`src/rtl/fetch_controller.sv`:
```
// fetch_controller: 6502 fetch sequencer (PC, fetch read port, opcode/operand bundling, redirects).
// Define RESET_VECTOR_FETCH_EN to load the start PC from the reset vector at RESET_PC/RESET_PC+1.
module fetch_controller #(
    parameter int                    REG_WIDTH  = 8,
    parameter int                    ADDR_WIDTH = 16,
    parameter logic [ADDR_WIDTH-1:0] RESET_PC   = 16'hFFFC
) (
    input  logic                  clk,
    input  logic                  reset_n,
    output logic                  mem_req,
    output logic [ADDR_WIDTH-1:0] mem_addr,
    input  logic [REG_WIDTH-1:0]  mem_rdata,
    input  logic                  mem_ack,
    output logic                  instr_valid,
    input  logic                  instr_ready,
    output logic [REG_WIDTH-1:0]  instr_opcode,
    output logic [REG_WIDTH-1:0]  instr_op_lo,
    output logic [REG_WIDTH-1:0]  instr_op_hi,
    output logic [1:0]            instr_len,
    output logic [ADDR_WIDTH-1:0] instr_pc,
    output logic                  instr_illegal,
    input  logic                  redirect_valid,
    input  logic [ADDR_WIDTH-1:0] redirect_addr,
    output logic                  busy
);
    typedef enum logic [2:0] {VEC_LO, VEC_HI, FETCH_OP, FETCH_LO, FETCH_HI, PRESENT} state_t;
`ifdef RESET_VECTOR_FETCH_EN
    localparam state_t START = VEC_LO;
`else
    localparam state_t START = FETCH_OP;
`endif

    // returns {illegal, len[1:0]} from the aaabbbcc opcode layout
    function automatic logic [2:0] decode(input logic [7:0] op);
        logic [2:0] a, b;
        a = op[7:5];
        b = op[4:2];
        case (op[1:0])
            2'b01:   return {1'b0, (b == 3'd3 || b >= 3'd6) ? 2'd2 : 2'd1};
            2'b10:   return {1'b0, (b == 3'd3 || b == 3'd7) ? 2'd2 :
                                   (b == 3'd0 || b == 3'd1 || b == 3'd5) ? 2'd1 : 2'd0};
            2'b00:   return {1'b0, (op == 8'h20 || op == 8'h4C || op == 8'h6C || b == 3'd3 || b == 3'd7) ? 2'd2 :
                                   (b == 3'd4 || b == 3'd1 || b == 3'd5 || (b == 3'd0 && a >= 3'd5)) ? 2'd1 : 2'd0};
            default: return 3'b100;
        endcase
    endfunction

    state_t                state_q, state_d;
    logic [ADDR_WIDTH-1:0] pc_q, pc_d, pend_addr_q, pend_addr_d, ipc_b_q, ipc_b_d, ipc_q, ipc_d;
    logic [REG_WIDTH-1:0]  op_b_q, op_b_d, lo_b_q, lo_b_d;
    logic [REG_WIDTH-1:0]  opcode_q, opcode_d, op_lo_q, op_lo_d, op_hi_q, op_hi_d;
    logic [1:0]            len_q, len_d;
    logic                  up_q, pend_q, pend_d, valid_q, valid_d, ill_q, ill_d;
    logic                  ack, vec;
    logic [REG_WIDTH-1:0]  cur_op;
    logic [2:0]            dec;

    // up_q keeps every output low during reset and the first cycle after release
    assign mem_req       = up_q && state_q != PRESENT;
    assign mem_addr      = mem_req ? pc_q : '0;
    assign busy          = mem_req;
    assign ack           = mem_req && mem_ack;
    assign vec           = state_q == VEC_LO || state_q == VEC_HI;
    assign cur_op        = state_q == FETCH_OP ? mem_rdata : op_b_q;
    assign dec           = decode(cur_op[7:0]);
    assign instr_valid   = valid_q;
    assign instr_opcode  = opcode_q;
    assign instr_op_lo   = op_lo_q;
    assign instr_op_hi   = op_hi_q;
    assign instr_len     = len_q;
    assign instr_pc      = ipc_q;
    assign instr_illegal = ill_q;

    always_comb begin
        state_d     = state_q;
        pc_d        = pc_q;
        pend_d      = pend_q;
        pend_addr_d = pend_addr_q;
        op_b_d      = op_b_q;
        lo_b_d      = lo_b_q;
        ipc_b_d     = ipc_b_q;
        valid_d     = valid_q;
        opcode_d    = opcode_q;
        op_lo_d     = op_lo_q;
        op_hi_d     = op_hi_q;
        len_d       = len_q;
        ipc_d       = ipc_q;
        ill_d       = ill_q;
        if (ack) begin
            pc_d = pc_q + 1'b1;
            case (state_q)
                VEC_LO:   begin lo_b_d = mem_rdata; state_d = VEC_HI; end
                VEC_HI:   begin pc_d = ADDR_WIDTH'({mem_rdata, lo_b_q}); state_d = FETCH_OP; end
                FETCH_OP: begin op_b_d = mem_rdata; ipc_b_d = pc_q; state_d = dec[1:0] == 2'd0 ? PRESENT : FETCH_LO; end
                FETCH_LO: begin lo_b_d = mem_rdata; state_d = dec[1:0] == 2'd1 ? PRESENT : FETCH_HI; end
                default:  state_d = PRESENT;
            endcase
        end
        if (state_q == PRESENT && instr_ready) begin
            valid_d = 1'b0;
            state_d = FETCH_OP;
        end
        // an outstanding read must complete, so a mid-request redirect is parked until its ack
        if (redirect_valid && !vec) begin
            if (!mem_req || ack) begin
                pc_d    = redirect_addr;
                state_d = FETCH_OP;
                valid_d = 1'b0;
                pend_d  = 1'b0;
            end else begin
                pend_d      = 1'b1;
                pend_addr_d = redirect_addr;
            end
        end else if (pend_q && ack) begin
            pc_d    = pend_addr_q;
            state_d = FETCH_OP;
            pend_d  = 1'b0;
        end
        if (state_d == PRESENT && state_q != PRESENT) begin
            valid_d  = 1'b1;
            opcode_d = cur_op;
            ipc_d    = state_q == FETCH_OP ? pc_q : ipc_b_q;
            op_lo_d  = state_q == FETCH_LO ? mem_rdata : state_q == FETCH_HI ? lo_b_q : '0;
            op_hi_d  = state_q == FETCH_HI ? mem_rdata : '0;
            len_d    = dec[1:0];
            ill_d    = dec[2];
        end
    end

    always_ff @(posedge clk or negedge reset_n) begin
        if (!reset_n) begin
            state_q     <= START;
            pc_q        <= RESET_PC;
            up_q        <= 1'b0;
            pend_q      <= 1'b0;
            pend_addr_q <= '0;
            op_b_q      <= '0;
            lo_b_q      <= '0;
            ipc_b_q     <= '0;
            valid_q     <= 1'b0;
            opcode_q    <= '0;
            op_lo_q     <= '0;
            op_hi_q     <= '0;
            len_q       <= '0;
            ipc_q       <= '0;
            ill_q       <= 1'b0;
        end else begin
            state_q     <= state_d;
            pc_q        <= pc_d;
            up_q        <= 1'b1;
            pend_q      <= pend_d;
            pend_addr_q <= pend_addr_d;
            op_b_q      <= op_b_d;
            lo_b_q      <= lo_b_d;
            ipc_b_q     <= ipc_b_d;
            valid_q     <= valid_d;
            opcode_q    <= opcode_d;
            op_lo_q     <= op_lo_d;
            op_hi_q     <= op_hi_d;
            len_q       <= len_d;
            ipc_q       <= ipc_d;
            ill_q       <= ill_d;
        end
    end
endmodule

```
`config.mk`:
```
export PLATFORM = sky130hd
export DESIGN_NAME = fetch_controller
export DESIGN_NICKNAME = d
export VERILOG_FILES = /design/src/rtl/fetch_controller.sv
export SDC_FILE = /design/constraint.sdc
export NUM_CORES = 1
export LEC_CHECK = 0
export ABC_AREA = 0
export BUFFER_PORTS_ARGS = -buffer_cell sky130_fd_sc_hd__buf_2
export CORE_AREA = 2 2 114 116
export DETAILED_ROUTE_END_ITERATION = 10
export DIE_AREA = 0 0 116 118
export PLACE_DENSITY = 0.77
export SYNTH_ARGS = -nofsm -noshare
export SYNTH_HDL_FRONTEND = slang
export SYNTH_SLANG_ARGS = --single-unit
```
`constraint.sdc`:
```
create_clock -name clk -period 6.1 [get_ports clk]
set_input_delay 0.305 -clock clk [delete_from_list [all_inputs] [get_ports clk]]
set_output_delay 0.305 -clock clk [all_outputs]
set_load 0.005 [all_outputs]
```
==> results.cfg <==
[timing]
final.setup.tns_ps = 0
hold_viol = 0
min_period_ps = 4173
period_share_pct = 68.41
fin_skew_ps = 6.547
slew_viol_final = 0
rsz0062_at_grt = false
tightest_slew_ps = 1160
finalSetupViolCount = 0
clock.fmax_mhz = 239.6
relSlewSlack_pct = 22.22

[worst_setup_path]
cp-startpoint = state_q[1]
r2r_setup_slack_ps = 1930
r2r-start = state_q[1]
crit_end = instr_op_lo[6]
startpoint_type = flip-flop
path_class = flip-flop to flip-flop
worstSetupEndpointType = flip-flop
r2r_cells = 8
critPathMaxFanout = 26
arrival_ps = 4480
timing.rr.end = instr_op_lo[6]
critPathRequiredTime_ps = 6400

[floorplanning]
fp-row-count = 41
die_h_um = 118
dieArea_um2 = 13690
ios = 91
start_util_pct = 47.12
core_area_um2 = 12410
die_w_um = 116

[finish]
drive_above_1_share_pct = 34.51
fin_util_pct = 56.29
diodes = 0
final_area_um2 = 6988
final_nets = 669
fill_cells = 1079
layout-area-overhead-vs-synth_pct = 19.47

[clock_tree]
post_cts_buffers = 0
clockBufferDepth = 2
cts_made_buffers = 17
h-tree-depth = 4
path_clk_slew_ps = 50
cts_resized = 0
cts_tree = built
cts_root_buffer = clkbuf_16
clock_latency_ps = 420
clock-sinks = 113

[placement]
placed_cell_area_um2 = 6366
dpl.hpwl_um = 9978
portBuffers = 90
gp_congestion = 0.9545

[pwr]
power.leakage_nw = 3.433
power.density_nw_per_um2 = 469.2
ir_drop_mv = 0.2172

[synth]
avgSynthCellArea_um2 = 10.41
synthCells = 562
synth_top_area_cell = dfrtp_1
synth.distinct_cells = 57
synthArstFlopShare_pct = 100.0
ys.flop_type = dfrtp_1
yosys_warnings = 0
synth-edff-count = 0
synth_top_area_share_pct = 41.93
syn-num-nets = 592
ys_top_cells_by_count = 98 x dfrtp_1, 87 x nand2_1, 50 x mux2_2
syn-cell-area_um2 = 5849
synth_area_leaders = dfrtp_1 42%, mux2_2 9.6%, mux2_4 7.4%
ys_seq_elements = 113
yosysSeqAreaShare_pct = 48.66
synth.most_common_cell = dfrtp_1

[detailed_routing]
drc = 0
antenna_left = 0
drtPass1Iterations = 5
drt_iter0_drc = 346
routed_wirelength_um = 14480
vias_per_cell = 5.583
num_vias = 4600
wl_per_cell_um = 17.58

[job]
drv_cap = 0

[min_path]
min_path_type = input pin to flip-flop

[global_route]
grt-ovfl-total = 0
grt_pass1_vias = 4501
antenna_found_initial = 0
grt_pass1_wl_um = 23670
grt_usage_pct = 22.45
grt_max_degree = 65

[status]
status = completed
-- stage by stage --
stage | power, mW | std cells | setup slack [ps] | hold slack, ps
after detailed placement | 2.256 | 791 | 1948 | 370.0
after CTS | 3.292 | 824 | 1913 | 125.5
final | 3.279 | 824 | 1927 | 134.5
after global placement | 2.208 | 791 | 2054 | 358.1
after floorplan | 1.928 | 562 | 3265 | 9.409
after global routing | 3.482 | 824 | 1724 | 129.2
-- metal layers --
metal  track usage, %  share of wire (%)  vias up
li1                 -                  -     2141
met1            30.79                 45     2275
met2            33.59                 47      156
met3            5.252                5.6       28
met4            10.42                2.4        0
met5                0                  0        -
-- cells by family (layout without fill, tap and decap cells) --
group | Yosys count | in the layout | share of synthesized area (%)
AO/OA/AOI/OAI | 117 | 117 | 12.81
adder cells (fa/ha/maj) | 1 | 1 | 0.2139
buffers and inverters | 54 | 144 | 4.577
flip-flops | 113 | 113 | 48.66
multiplexers | 90 | 90 | 19.02
other | 1 | 1 | 0.06411
AND/OR/NAND/NOR | 186 | 186 | 14.65
-- flip-flops by register name (all words and copies together), names as in the netlist --
| register | cells |
|---|---|
| instr_op_hi | 8 |
| instr_op_lo | 8 |
| pend_q | 1 |
| instr_illegal | 1 |
| instr_opcode | 8 |
| instr_pc | 16 |
| up_q | 1 |
| instr_valid | 1 |
| state_q | 3 |
| pc_q | 16 |
| pend_addr_q | 16 |
| op_b_q | 8 |
| instr_len | 2 |
| lo_b_q | 8 |
| ipc_b_q | 16 |
-- power by group --
part           total, mW  switching [mW]  internal, mW
Combinational      0.968           0.488         0.479
Clock               1.02           0.325         0.695
Sequential          1.29           0.257          1.03
-- critical path, stage by stage (launching register included) --
cell	delay, ps
dfstp_2	620
and2b_1	180
nand2b_1	510
o31ai_2	490
a21oi_1	120
a211o_1	340
or4_2	1030
buf_4	400
mux2_4	330
-- worst min-delay path by stage --
stage,from,slack (ps),end,cells past startpoint
after floorplan,reset_n,9,instr_illegal,0
after global placement,reset_n,360,pend_addr_q[14],1
after detailed placement,reset_n,370,pend_addr_q[14],1
after CTS,redirect_addr[3],130,pend_addr_q[3],2
after global routing,redirect_addr[14],130,pend_addr_q[14],2
final,redirect_addr[0],130,pend_addr_q[0],2
-- placed cells by master, fill, tap and decap left out, types with 2 or more instances in the layout --
cell type   n
clkbuf_8    5
nor3b_1     4
a22oi_1     8
dfrtp_1    98
nor3_1      4
nor3b_2     2
buf_4       8
nor2_1     38
a211oi_1    3
and2_1     16
mux2i_1    10
buf_2      89
a41oi_1     2
inv_1      14
nor4b_1     2
and3_1      5
nand3_1    13
o21ai_1     2
and3b_1     3
a21o_1      2
dfstp_2    15
o22ai_1    17
bufinv_16   3
nand4_1     2
mux2_2     50
nand2b_1    2
a22o_1     10
mux2_4     29
nand2_1    87
o21ai_0    17
nor4_1      2
clkbuf_1    6
clkbuf_16  17
a31oi_1     8
a21oi_1    34
-- layout make-up --
| type | instances | area [um^2] | share of cell area (%) |
|---|---|---|---|
| flip-flops and latches | 113 | 2846 | 40.73 |
| multi-input cells | 395 | 2746 | 39.30 |
| clock buffers | 28 | 516.7 | 7.395 |
| repair buffers | 98 | 515.5 | 7.377 |
| well taps | 172 | 215.2 | 3.080 |
| clock inverters | 4 | 95.09 | 1.361 |
| inverters | 14 | 52.55 | 0.7520 |
-- repair_timing --
| action | in CTS | in global routing |
|---|---|---|
| hold buffers | 1 | 0 |
| endpoints found under the hold margin | 43 | 0 |
| endpoints found under the setup margin | 0 | 0 |
Note: power is estimated with default switching activity, not from simulation.
